### src/rtl/channel_err_inj_if.sv
// Symbol/control bundle between a stimulus source (master) and the channel error injector (slave).
interface channel_err_inj_if #(
  parameter int W     = 2,
  parameter int CNT_W = 16
);
  logic             valid_i;
  logic [W-1:0]     sym_i;
  logic [1:0]       mode_i;
  logic [W-1:0]     err_mask_i;
  logic [15:0]      thresh_i;
  logic             clear_i;
  logic             valid_o;
  logic [W-1:0]     sym_o;
  logic             err_o;
  logic [CNT_W-1:0] bit_err_ct_o;
  logic [CNT_W-1:0] sym_ct_o;

  modport master (
    output valid_i, sym_i, mode_i, err_mask_i, thresh_i, clear_i,
    input  valid_o, sym_o, err_o, bit_err_ct_o, sym_ct_o
  );

  modport slave (
    input  valid_i, sym_i, mode_i, err_mask_i, thresh_i, clear_i,
    output valid_o, sym_o, err_o, bit_err_ct_o, sym_ct_o
  );
endinterface

### src/rtl/channel_err_inj.sv
// Channel model: registers coded symbols and XOR-corrupts them with a periodic burst and/or LFSR pattern.
// Statistics counters exist only when CHANNEL_ERR_INJ_STATS_EN is defined; otherwise they read 0.
module channel_err_inj #(
  parameter int          W         = 2,
  parameter int          PERIOD    = 16,
  parameter int          BURST     = 1,
  parameter logic [15:0] LFSR_SEED = 16'hACE1,
  parameter int          CNT_W     = 16
) (
  input logic              clk,
  input logic              rst,
  channel_err_inj_if.slave bus
);
  localparam int              POS_W     = (PERIOD > 1) ? $clog2(PERIOD) : 1;
  localparam int              PC_W      = $clog2(W + 1);
  localparam logic [POS_W-1:0] POS_LAST = POS_W'(PERIOD - 1);
  localparam logic [POS_W:0]  BURST_END = (POS_W + 1)'(BURST);
  localparam logic            HAS_BURST = (BURST > 0);
  localparam logic [15:0]     LFSR_TAPS = 16'hB400;

  typedef enum logic {ST_BURST = 1'b0, ST_GAP = 1'b1} state_t;
  localparam state_t ST_INIT = HAS_BURST ? ST_BURST : ST_GAP;

  function automatic logic [PC_W-1:0] popcount(input logic [W-1:0] v);
    logic [PC_W-1:0] n;
    n = {PC_W{1'b0}};
    for (int i = 0; i < W; i++) begin
      n = n + PC_W'(v[i]);
    end
    return n;
  endfunction

  // Galois form of x^16+x^14+x^13+x^11+1; a nonzero state never reaches zero.
  function automatic logic [15:0] lfsr_step(input logic [15:0] s);
    if (s[0]) begin
      return {1'b0, s[15:1]} ^ LFSR_TAPS;
    end else begin
      return {1'b0, s[15:1]};
    end
  endfunction

  logic [POS_W-1:0] pos_r;
  state_t           state_r;
  logic [15:0]      lfsr_r;
  logic             valid_r;
  logic [W-1:0]     sym_r;
  logic             err_r;

  logic [POS_W-1:0] pos_cur_s;
  logic [POS_W-1:0] pos_nxt_s;
  state_t           state_cur_s;
  state_t           state_nxt_s;
  logic [15:0]      lfsr_cur_s;
  logic             hit_s;
  logic [W-1:0]     flip_s;

  // Clear takes effect before the same-cycle symbol, so it sees pos=0 and the seed.
  always_comb begin
    pos_cur_s   = pos_r;
    state_cur_s = state_r;
    lfsr_cur_s  = lfsr_r;
    if (bus.clear_i) begin
      pos_cur_s   = {POS_W{1'b0}};
      state_cur_s = ST_INIT;
      lfsr_cur_s  = LFSR_SEED;
    end else begin
      pos_cur_s   = pos_r;
      state_cur_s = state_r;
      lfsr_cur_s  = lfsr_r;
    end

    if (pos_cur_s == POS_LAST) begin
      pos_nxt_s = {POS_W{1'b0}};
    end else begin
      pos_nxt_s = pos_cur_s + POS_W'(1'b1);
    end

    case (state_cur_s)
      ST_BURST: state_nxt_s = ({1'b0, pos_nxt_s} >= BURST_END) ? ST_GAP : ST_BURST;
      ST_GAP:   state_nxt_s = (HAS_BURST && (pos_nxt_s == {POS_W{1'b0}})) ? ST_BURST : ST_GAP;
      default:  state_nxt_s = ST_INIT;
    endcase

    hit_s = (bus.mode_i[0] && (state_cur_s == ST_BURST)) ||
            (bus.mode_i[1] && (lfsr_cur_s < bus.thresh_i));
    if (hit_s) begin
      flip_s = bus.err_mask_i;
    end else begin
      flip_s = {W{1'b0}};
    end
  end

  // Pattern FSM, LFSR and registered symbol path; idle cycles freeze the pattern state.
  always_ff @(posedge clk or negedge rst) begin
    if (!rst) begin
      pos_r   <= {POS_W{1'b0}};
      state_r <= ST_INIT;
      lfsr_r  <= LFSR_SEED;
      valid_r <= 1'b0;
      sym_r   <= {W{1'b0}};
      err_r   <= 1'b0;
    end else begin
      valid_r <= bus.valid_i;
      if (bus.valid_i) begin
        pos_r   <= pos_nxt_s;
        state_r <= state_nxt_s;
        lfsr_r  <= lfsr_step(lfsr_cur_s);
        sym_r   <= bus.sym_i ^ flip_s;
        err_r   <= |flip_s;
      end else begin
        pos_r   <= pos_cur_s;
        state_r <= state_cur_s;
        lfsr_r  <= lfsr_cur_s;
        sym_r   <= sym_r;
        err_r   <= 1'b0;
      end
    end
  end

  assign bus.valid_o = valid_r;
  assign bus.sym_o   = sym_r;
  assign bus.err_o   = err_r;

`ifdef CHANNEL_ERR_INJ_STATS_EN
  localparam int               SUM_W   = ((CNT_W > PC_W) ? CNT_W : PC_W) + 1;
  localparam logic [CNT_W-1:0] CNT_MAX = {CNT_W{1'b1}};

  logic [CNT_W-1:0] bit_ct_r;
  logic [CNT_W-1:0] sym_ct_r;
  logic [CNT_W-1:0] bit_base_s;
  logic [CNT_W-1:0] sym_base_s;
  logic [SUM_W-1:0] bit_sum_s;
  logic [CNT_W-1:0] bit_nxt_s;
  logic [CNT_W-1:0] sym_nxt_s;

  // Saturating next values, computed from the post-clear base.
  always_comb begin
    if (bus.clear_i) begin
      bit_base_s = {CNT_W{1'b0}};
      sym_base_s = {CNT_W{1'b0}};
    end else begin
      bit_base_s = bit_ct_r;
      sym_base_s = sym_ct_r;
    end
    bit_sum_s = SUM_W'(bit_base_s) + SUM_W'(popcount(flip_s));
    if (bit_sum_s > SUM_W'(CNT_MAX)) begin
      bit_nxt_s = CNT_MAX;
    end else begin
      bit_nxt_s = bit_sum_s[CNT_W-1:0];
    end
    if (sym_base_s == CNT_MAX) begin
      sym_nxt_s = CNT_MAX;
    end else begin
      sym_nxt_s = sym_base_s + CNT_W'(1'b1);
    end
  end

  // Statistics registers update on the same edge as the symbol output.
  always_ff @(posedge clk or negedge rst) begin
    if (!rst) begin
      bit_ct_r <= {CNT_W{1'b0}};
      sym_ct_r <= {CNT_W{1'b0}};
    end else if (bus.valid_i) begin
      bit_ct_r <= bit_nxt_s;
      sym_ct_r <= sym_nxt_s;
    end else begin
      bit_ct_r <= bit_base_s;
      sym_ct_r <= sym_base_s;
    end
  end

  assign bus.bit_err_ct_o = bit_ct_r;
  assign bus.sym_ct_o     = sym_ct_r;
`else
  assign bus.bit_err_ct_o = {CNT_W{1'b0}};
  assign bus.sym_ct_o     = {CNT_W{1'b0}};
`endif

endmodule

### src/flat_wrapper.sv
// flat-port wrapper written by rule: the top's interface ports become plain ports
module channel_err_inj_flat 
#(
  parameter int          W         = 2,
  parameter int          PERIOD    = 16,
  parameter int          BURST     = 1,
  parameter logic [15:0] LFSR_SEED = 16'hACE1,
  parameter int          CNT_W     = 16
)
  (clk, rst, bus_valid_i, bus_sym_i, bus_mode_i, bus_err_mask_i, bus_thresh_i, bus_clear_i, bus_valid_o, bus_sym_o, bus_err_o, bus_bit_err_ct_o, bus_sym_ct_o);
  channel_err_inj_if #(.W(W), .CNT_W(CNT_W)) bus_i ();
  input logic clk;
  input logic rst;
  input wire logic [$bits(bus_i.valid_i)-1:0] bus_valid_i;
  input wire logic [$bits(bus_i.sym_i)-1:0] bus_sym_i;
  input wire logic [$bits(bus_i.mode_i)-1:0] bus_mode_i;
  input wire logic [$bits(bus_i.err_mask_i)-1:0] bus_err_mask_i;
  input wire logic [$bits(bus_i.thresh_i)-1:0] bus_thresh_i;
  input wire logic [$bits(bus_i.clear_i)-1:0] bus_clear_i;
  output wire logic [$bits(bus_i.valid_o)-1:0] bus_valid_o;
  output wire logic [$bits(bus_i.sym_o)-1:0] bus_sym_o;
  output wire logic [$bits(bus_i.err_o)-1:0] bus_err_o;
  output wire logic [$bits(bus_i.bit_err_ct_o)-1:0] bus_bit_err_ct_o;
  output wire logic [$bits(bus_i.sym_ct_o)-1:0] bus_sym_ct_o;
  assign bus_i.valid_i = bus_valid_i;
  assign bus_i.sym_i = bus_sym_i;
  assign bus_i.mode_i = bus_mode_i;
  assign bus_i.err_mask_i = bus_err_mask_i;
  assign bus_i.thresh_i = bus_thresh_i;
  assign bus_i.clear_i = bus_clear_i;
  assign bus_valid_o = bus_i.valid_o;
  assign bus_sym_o = bus_i.sym_o;
  assign bus_err_o = bus_i.err_o;
  assign bus_bit_err_ct_o = bus_i.bit_err_ct_o;
  assign bus_sym_ct_o = bus_i.sym_ct_o;
  channel_err_inj #(.W(W), .PERIOD(PERIOD), .BURST(BURST), .LFSR_SEED(LFSR_SEED), .CNT_W(CNT_W)) u_core (.clk(clk), .rst(rst), .bus(bus_i));
endmodule
### config.mk
export PLATFORM = sky130hd
export DESIGN_NAME = channel_err_inj_flat
export DESIGN_NICKNAME = d
export VERILOG_FILES = /design/src/rtl/channel_err_inj_if.sv /design/src/rtl/channel_err_inj.sv /design/src/flat_wrapper.sv
export SDC_FILE = /design/constraint.sdc
export NUM_CORES = 1
export LEC_CHECK = 0
export ABC_AREA = 1
export CORE_MARGIN = 1.5
export CORE_UTILIZATION = 30
export CTS_BUF_LIST = sky130_fd_sc_hd__clkbuf_8
export CTS_CLUSTER_DIAMETER = 50
export CTS_CLUSTER_SIZE = 8
export DETAILED_ROUTE_END_ITERATION = 16
export GPL_TIMING_DRIVEN = 1
export PLACE_DENSITY_LB_ADDON = 0.1
export SLEW_MARGIN = 20
export SYNTH_ARGS = -nofsm -noshare
export SYNTH_HDL_FRONTEND = slang
export SYNTH_SLANG_ARGS = --single-unit
### constraint.sdc
create_clock -name clk -period 4.2 [get_ports clk]
set_clock_uncertainty 0.05 [all_clocks]
set_input_delay 0.42 -clock clk [delete_from_list [all_inputs] [get_ports clk]]
set_output_delay 0.42 -clock clk [all_outputs]
set_load 0.01 [all_outputs]
==> results.json, run 1 <==
{
  "outcome": "completed",
  "worst_slew_pin_slew_ns": 0.585,
  "async_flop_share_pct": 100,
  "cp_top_family": "buffers and inverters",
  "crit_top_cell": "nand2_1",
  "grt_pass1_wl_um": 5920,
  "drc": 0,
  "critical_path_class": "in -> reg",
  "start_util_pct": 31.1,
  "cts_tree": "yes",
  "fp.coreArea_um2": 5960,
  "place_congestion": 0.739,
  "num_rows": 28,
  "leakage_nw": 1.16,
  "vias_per_cell": 4.11,
  "die_w_um": 81.6,
  "intPower_mw": 0.393,
  "cellPowerDensity_nw_per_um2": 262,
  "synth_edf_count": 0,
  "post_drt_wl_per_cell_um": 9.88,
  "diodes": 0,
  "endpoint_kind": "flip-flop",
  "drt-total-wl_um": 3470,
  "grt_pass1_vias": 1344,
  "cts_buffer_depth": 2,
  "hold_buffers": 0,
  "tns_ns": 0,
  "grt_max_degree": 28,
  "slowest_delay_ns": 0.80,
  "layout_min_cycle_time_ns": 2.81,
  "ir_worst_vdd_mv": 0.207,
  "maxCapViolations": 0,
  "path_cells": "clkdlybuf4s50_1, inv_1, nand2_1, inv_1, ha_1, a21oi_1, nand3b_1, a21oi_1, nor2_1, nand2_1, nand2_2, nand2_1, nand2_1, nand3_1, nand2_1",
  "start_kind": "input pin",
  "dr.pass1.iters": 4,
  "ioPinCount": 62,
  "setup_viol": 0,
  "fmax_ghz": 0.356,
  "syn-cell-area_um2": 1850,
  "grt.total_usage_pct": 11.5,
  "max_slew_margin_pct": 61.0,
  "p_comb_share_pct": 25.1,
  "syn_area_per_cell_um2": 7.45,
  "clock_power_share_pct": 26.3,
  "r2r_slack_ns": 2.26,
  "areaGrowthSynthToFinish_pct": 15.7,
  "postSynthCellCount": 249,
  "switching_share_pct": 30.3,
  "clk_pin_slew_ns": 0.10,
  "cts_made_buffers": 3,
  "crit_slowest_cell": "clkdlybuf4s50_1",
  "switching_power_mw": 0.170,
  "clk_latency_ns": 0.27,
  "portBuffers": 29,
  "cts_resized": 0,
  "synth_ff_type": "dfrtp_1",
  "post-route-period-util_pct": 66.8,
  "cts_root_buffer": "clkbuf_8",
  "die_area_um2": 6660,
  "yosys_warnings": 0,
  "nNetsFinal": 321,
  "synth_cell_types": 25,
  "num_vias": 1442,
  "critPathMaxFanout": 12,
  "drive_above_1_share_pct": 6.88,
  "die_y_um": 81.6,
  "fin_hold_ws_ns": 0.0475,
  "ys_ff_latch": 25,
  "slew_viol_final": 0,
  "hold_class": "in -> async",
  "antenna_found_initial": 0,
  "seq_power_share_pct": 48.5,
  "ant_nets": 0,
  "clock_sinks": 25,
  "rsz0062_at_grt": "false",
  "dp_hpwl_um": 2690,
  "htree_levels": 1,
  "worstPathRequired_ns": 4.37,
  "crit_buf_inv": 3,
  "overflow": 0,
  "crit_arrival_ns": 2.97,
  "dr.first_iter.drc_count": 39,
  "hold_viol": 0,
  "cts_setup_buffers": 0,
  "ys_seq_area_share_pct": 34.3
}
==> worst reg2reg max path: cells and delay by family (launching register included) <==
kind / cells / cell delay [ns]
simple gates: 11 / 1.08
fa+ha+maj: 1 / 0.30
flops: 1 / 0.37
buf+inv: 1 / 0.06
==> state kept, by name, indices dropped and copies added (netlist names) <==
name and cells:
u_core.lfsr_r 16, u_core.state_r 1, u_core.bus.err_o 1, u_core.bus.sym_o 2
u_core.pos_r 4, u_core.bus.valid_o 1
==> metal layers <==
layer	GRT usage, %	part of all wire (%)	vias up
li1	-	-	762
met1	15.2	50	645
met2	19.6	46	33
met3	2.33	3.6	2
met4	2.03	0.61	0
met5	0	0	-
==> cells in the final DEF (no fill, tap or decap) <==
cell,count
o21a_1,1
buf_4,2
or2_2,2
o21ai_0,17
nand2_1,54
clkdlybuf4s50_1,28
a21oi_1,10
xor2_1,1
nor2_4,1
buf_2,1
nand4_1,2
nor4_1,1
nor3_1,3
conb_1,32
nand3_1,6
nor3b_1,1
nor2_1,15
nand2_2,1
ha_1,18
inv_1,46
clkinvlp_4,1
dfstp_2,8
nand3b_1,1
o22ai_1,1
clkbuf_8,3
a22oi_1,3
dfrtp_1,17
==> cell usage after synthesis (all sizes together), types with 2 or more instances <==
| library cell | number | area share [%] |
|---|---|---|
| nor2 | 16 | 3.6 |
| ha | 18 | 12 |
| nand4 | 2 | 0.67 |
| a22oi | 3 | 1.2 |
| nand3 | 6 | 1.6 |
| nor3 | 3 | 0.81 |
| nand2 | 55 | 11 |
| o21ai | 17 | 4.6 |
| clkbuf | 5 | 1.0 |
| buf | 34 | 13 |
| or2 | 2 | 0.67 |
| a21oi | 10 | 2.7 |
| dfrtp | 17 | 23 |
| inv | 46 | 9.3 |
| dfstp | 8 | 11 |
==> logic make-up (layout without fill, tap and decap cells) <==
logic type,count (synthesis),in the layout,synth area share (%)
other,1,32,0.202
DFF,25,25,34.3
buffers and inverters,85,81,23.8
adders and majority gates,18,18,12.1
and+or+nand+nor,87,87,19.8
xor gates and xnor gates,1,1,0.472
AOI/OAI and AO/OA,32,32,9.24
==> cell type report <==
cell class	instances	area, um2
Clock buffer	3	41.3
Inverter	46	173
Tap cell	75	93.8
Clock inverter	1	7.51
Multi-Input combinational cell	170	893
Sequential cell	25	636
Timing Repair Buffer	31	300
Fill cell	658	3810
==> final timing paths <==
path | startpoint | cells after the start | to
worst max-delay path | bus_clear_i | 15 | u_core.bus.sym_o[0]$_DFFE_PN0P_
worst min register to register | u_core.lfsr_r[11]$_DFF_PN1_ | 2 | u_core.lfsr_r[10]$_DFF_PN1_
worst max register to register | u_core.lfsr_r[15]$_DFF_PN1_ | 13 | u_core.bus.sym_o[0]$_DFFE_PN0P_
max in group asynchronous | rst | 2 | u_core.lfsr_r[10]$_DFF_PN1_
min in group clk | u_core.lfsr_r[11]$_DFF_PN1_ | 2 | u_core.lfsr_r[10]$_DFF_PN1_
worst min-delay path | rst | 1 | u_core.bus.sym_o[0]$_DFFE_PN0P_
==> metrics by stage <==
stage          std cells  util [%]  area, um2  total power, mW  setup WS (ns)
3_5_place_dp         347      35.3       2100            0.422           1.07
3_3_place_gp         347      35.3       2100            0.423           1.11
4_1_cts              351      36.1       2150            0.574           1.36
5_1_grt              351      36.0       2140            0.610           1.10
2_1_floorplan        280         -       1970            0.387           2.18
6_report             351      36.0       2140            0.563           1.39
==> power groups by stage <==
stage                     Clock (mW)  Combinational [mW]  Sequential (mW)
after floorplan                    0               0.109            0.278
after global placement             0               0.144            0.279
after detailed placement           0               0.144            0.278
after CTS                      0.155               0.145            0.274
after global routing           0.168               0.166            0.276
final                          0.148               0.142            0.273
Note: power is estimated with default switching activity, not from simulation.
==> run 2, diff against run 1 <==
==> constraint.sdc (replaced) <==
create_clock -name clk -period 2.9 [get_ports clk]
set_clock_uncertainty 0.05 [all_clocks]
set_input_delay 0.29 -clock clk [delete_from_list [all_inputs] [get_ports clk]]
set_output_delay 0.29 -clock clk [all_outputs]
set_load 0.01 [all_outputs]
==> run 2 against run 1 <==
Net effect:
- clock power grew 39%
- sequential power rose by 45%
- cell count rose by 0.57%
- die area did not move
- critical endpoint unchanged
- largest cell class unchanged
==> results.json, run 2 (same netlist as run 1, synthesis figures left out) <==
{
  "worst_slew_pin_slew_ns": 0.581,
  "fin_cells": 353,
  "hold_viol": 0,
  "worst_slack_ns": 0.682,
  "start_util_pct": 31.1,
  "areaGrowthSynthToFinish_pct": 16.5,
  "maxCapViolations": 0,
  "cellPowerDensity_nw_per_um2": 375,
  "critical_path_class": "in -> reg",
  "diodes": 0,
  "clk_latency_ns": 0.27,
  "drive_above_1_share_pct": 6.83,
  "post-route-period-util_pct": 76.5,
  "overflow": 0,
  "layout_min_cycle_time_ns": 2.22,
  "hold_buffers": 0,
  "htree_levels": 1,
  "ioPinCount": 62,
  "cts_root_buffer": "clkbuf_8",
  "critPathMaxFanout": 6,
  "outcome": "completed",
  "start_kind": "input pin",
  "drc": 0,
  "dr.first_iter.drc_count": 31,
  "dr.pass1.iters": 4,
  "place_congestion": 0.777,
  "nNetsFinal": 323,
  "grt.total_usage_pct": 12.0,
  "hold_class": "in -> async",
  "clock_sinks": 25,
  "antenna_found_initial": 0,
  "grt_max_degree": 28,
  "cts_made_buffers": 3,
  "grt_pass1_vias": 1374,
  "cts_setup_buffers": 0,
  "final_cell_mix": "54 x nand2_1, 47 x inv_1, 32 x conb_1",
  "drt-total-wl_um": 3500,
  "num_rows": 28,
  "setup_viol": 0,
  "cts_tree": "yes",
  "ant_nets": 0,
  "max_slew_margin_pct": 61.2,
  "power.total_mw": 0.811,
  "leakage_nw": 1.18,
  "slew_viol_final": 0,
  "endpoint_kind": "flip-flop",
  "portBuffers": 29,
  "tns_ns": 0,
  "vias_per_cell": 4.00,
  "ir_worst_vdd_mv": 0.338,
  "grt_pass1_wl_um": 6150,
  "clk_pin_slew_ns": 0.09,
  "dp_hpwl_um": 2740,
  "post_drt_wl_per_cell_um": 9.90,
  "pre_cts_ws_ns": 0.369,
  "die_area_um2": 6660,
  "fmax_ghz": 0.451,
  "die_w_um": 81.6,
  "largest_register_ff_count": 16,
  "regMostFlops": "u_core.lfsr_r",
  "cts_buffer_depth": 2,
  "fp.coreArea_um2": 5960,
  "placedCellCount": 349,
  "rsz0062_at_grt": "false",
  "worstPathRequired_ns": 3.06,
  "num_vias": 1411,
  "die_y_um": 81.6,
  "cts_resized": 0,
  "utilization_pct": 36.3,
  "crit_arrival_ns": 2.38,
  "final_common_cell": "nand2_1"
}
run 2: metal layers:
metal,vias to the layer above,GRT usage [%],share of wire (%)
li1,757,-,-
met1,617,16.1,50
met2,35,19.8,44
met3,2,3.00,5.1
met4,0,2.03,0.74
met5,-,0,0
run 2: report_power, final:
group	switching (mW)	internal [mW]
logic	0.121	0.0885
clock network	0.111	0.0948
registers	0.0105	0.385
run 2: critical path, cell delays in order:
cell and delay, ns:
clkdlybuf4s50_1 0.46, buf_4 0.19, nor2_1 0.20, inv_1 0.08, ha_1 0.30, nand2_1 0.06, inv_1 0.03, o21ai_0 0.13
nand4_1 0.09, nor2_1 0.12, nand2_1 0.07, nand2_2 0.08, nand2_1 0.07, nand2_1 0.06, nand3_1 0.06, nand2_1 0.08
run 2: path summary, 6_finish.rpt:
path                                        startpoint                               to  slack (ns)  cells after the start
hold reg to reg            u_core.lfsr_r[11]$_DFF_PN1_      u_core.lfsr_r[10]$_DFF_PN1_        0.45                      2
setup / recovery                           bus_clear_i  u_core.bus.sym_o[0]$_DFFE_PN0P_        0.68                     16
setup reg to reg            u_core.lfsr_r[7]$_DFF_PN1_  u_core.bus.sym_o[0]$_DFFE_PN0P_        0.97                     12
min in group clk           u_core.lfsr_r[11]$_DFF_PN1_      u_core.lfsr_r[10]$_DFF_PN1_        0.45                      2
hold / removal                                     rst  u_core.bus.sym_o[1]$_DFFE_PN0P_        0.33                      2
max in group asynchronous                          rst       u_core.lfsr_r[5]$_DFF_PN1_        2.17                      2
run 2: area by class of cell:
class                   count  area, um2
repair buffers             33        320
clock buffers               3       41.3
fillers                   671       3790
clock inverters             1       3.75
flip-flops and latches     25        636
well taps                  75       93.8
multi-input cells         170        893
inverters                  46        173
run 2: per-stage QoR:
step | area, um2 | hold WS, ns
floorplan | 1970 | -0.0556
global placement | 2120 | 0.431
detailed placement | 2120 | 0.435
CTS | 2160 | 0.338
global route | 2160 | 0.363
finish | 2160 | 0.331
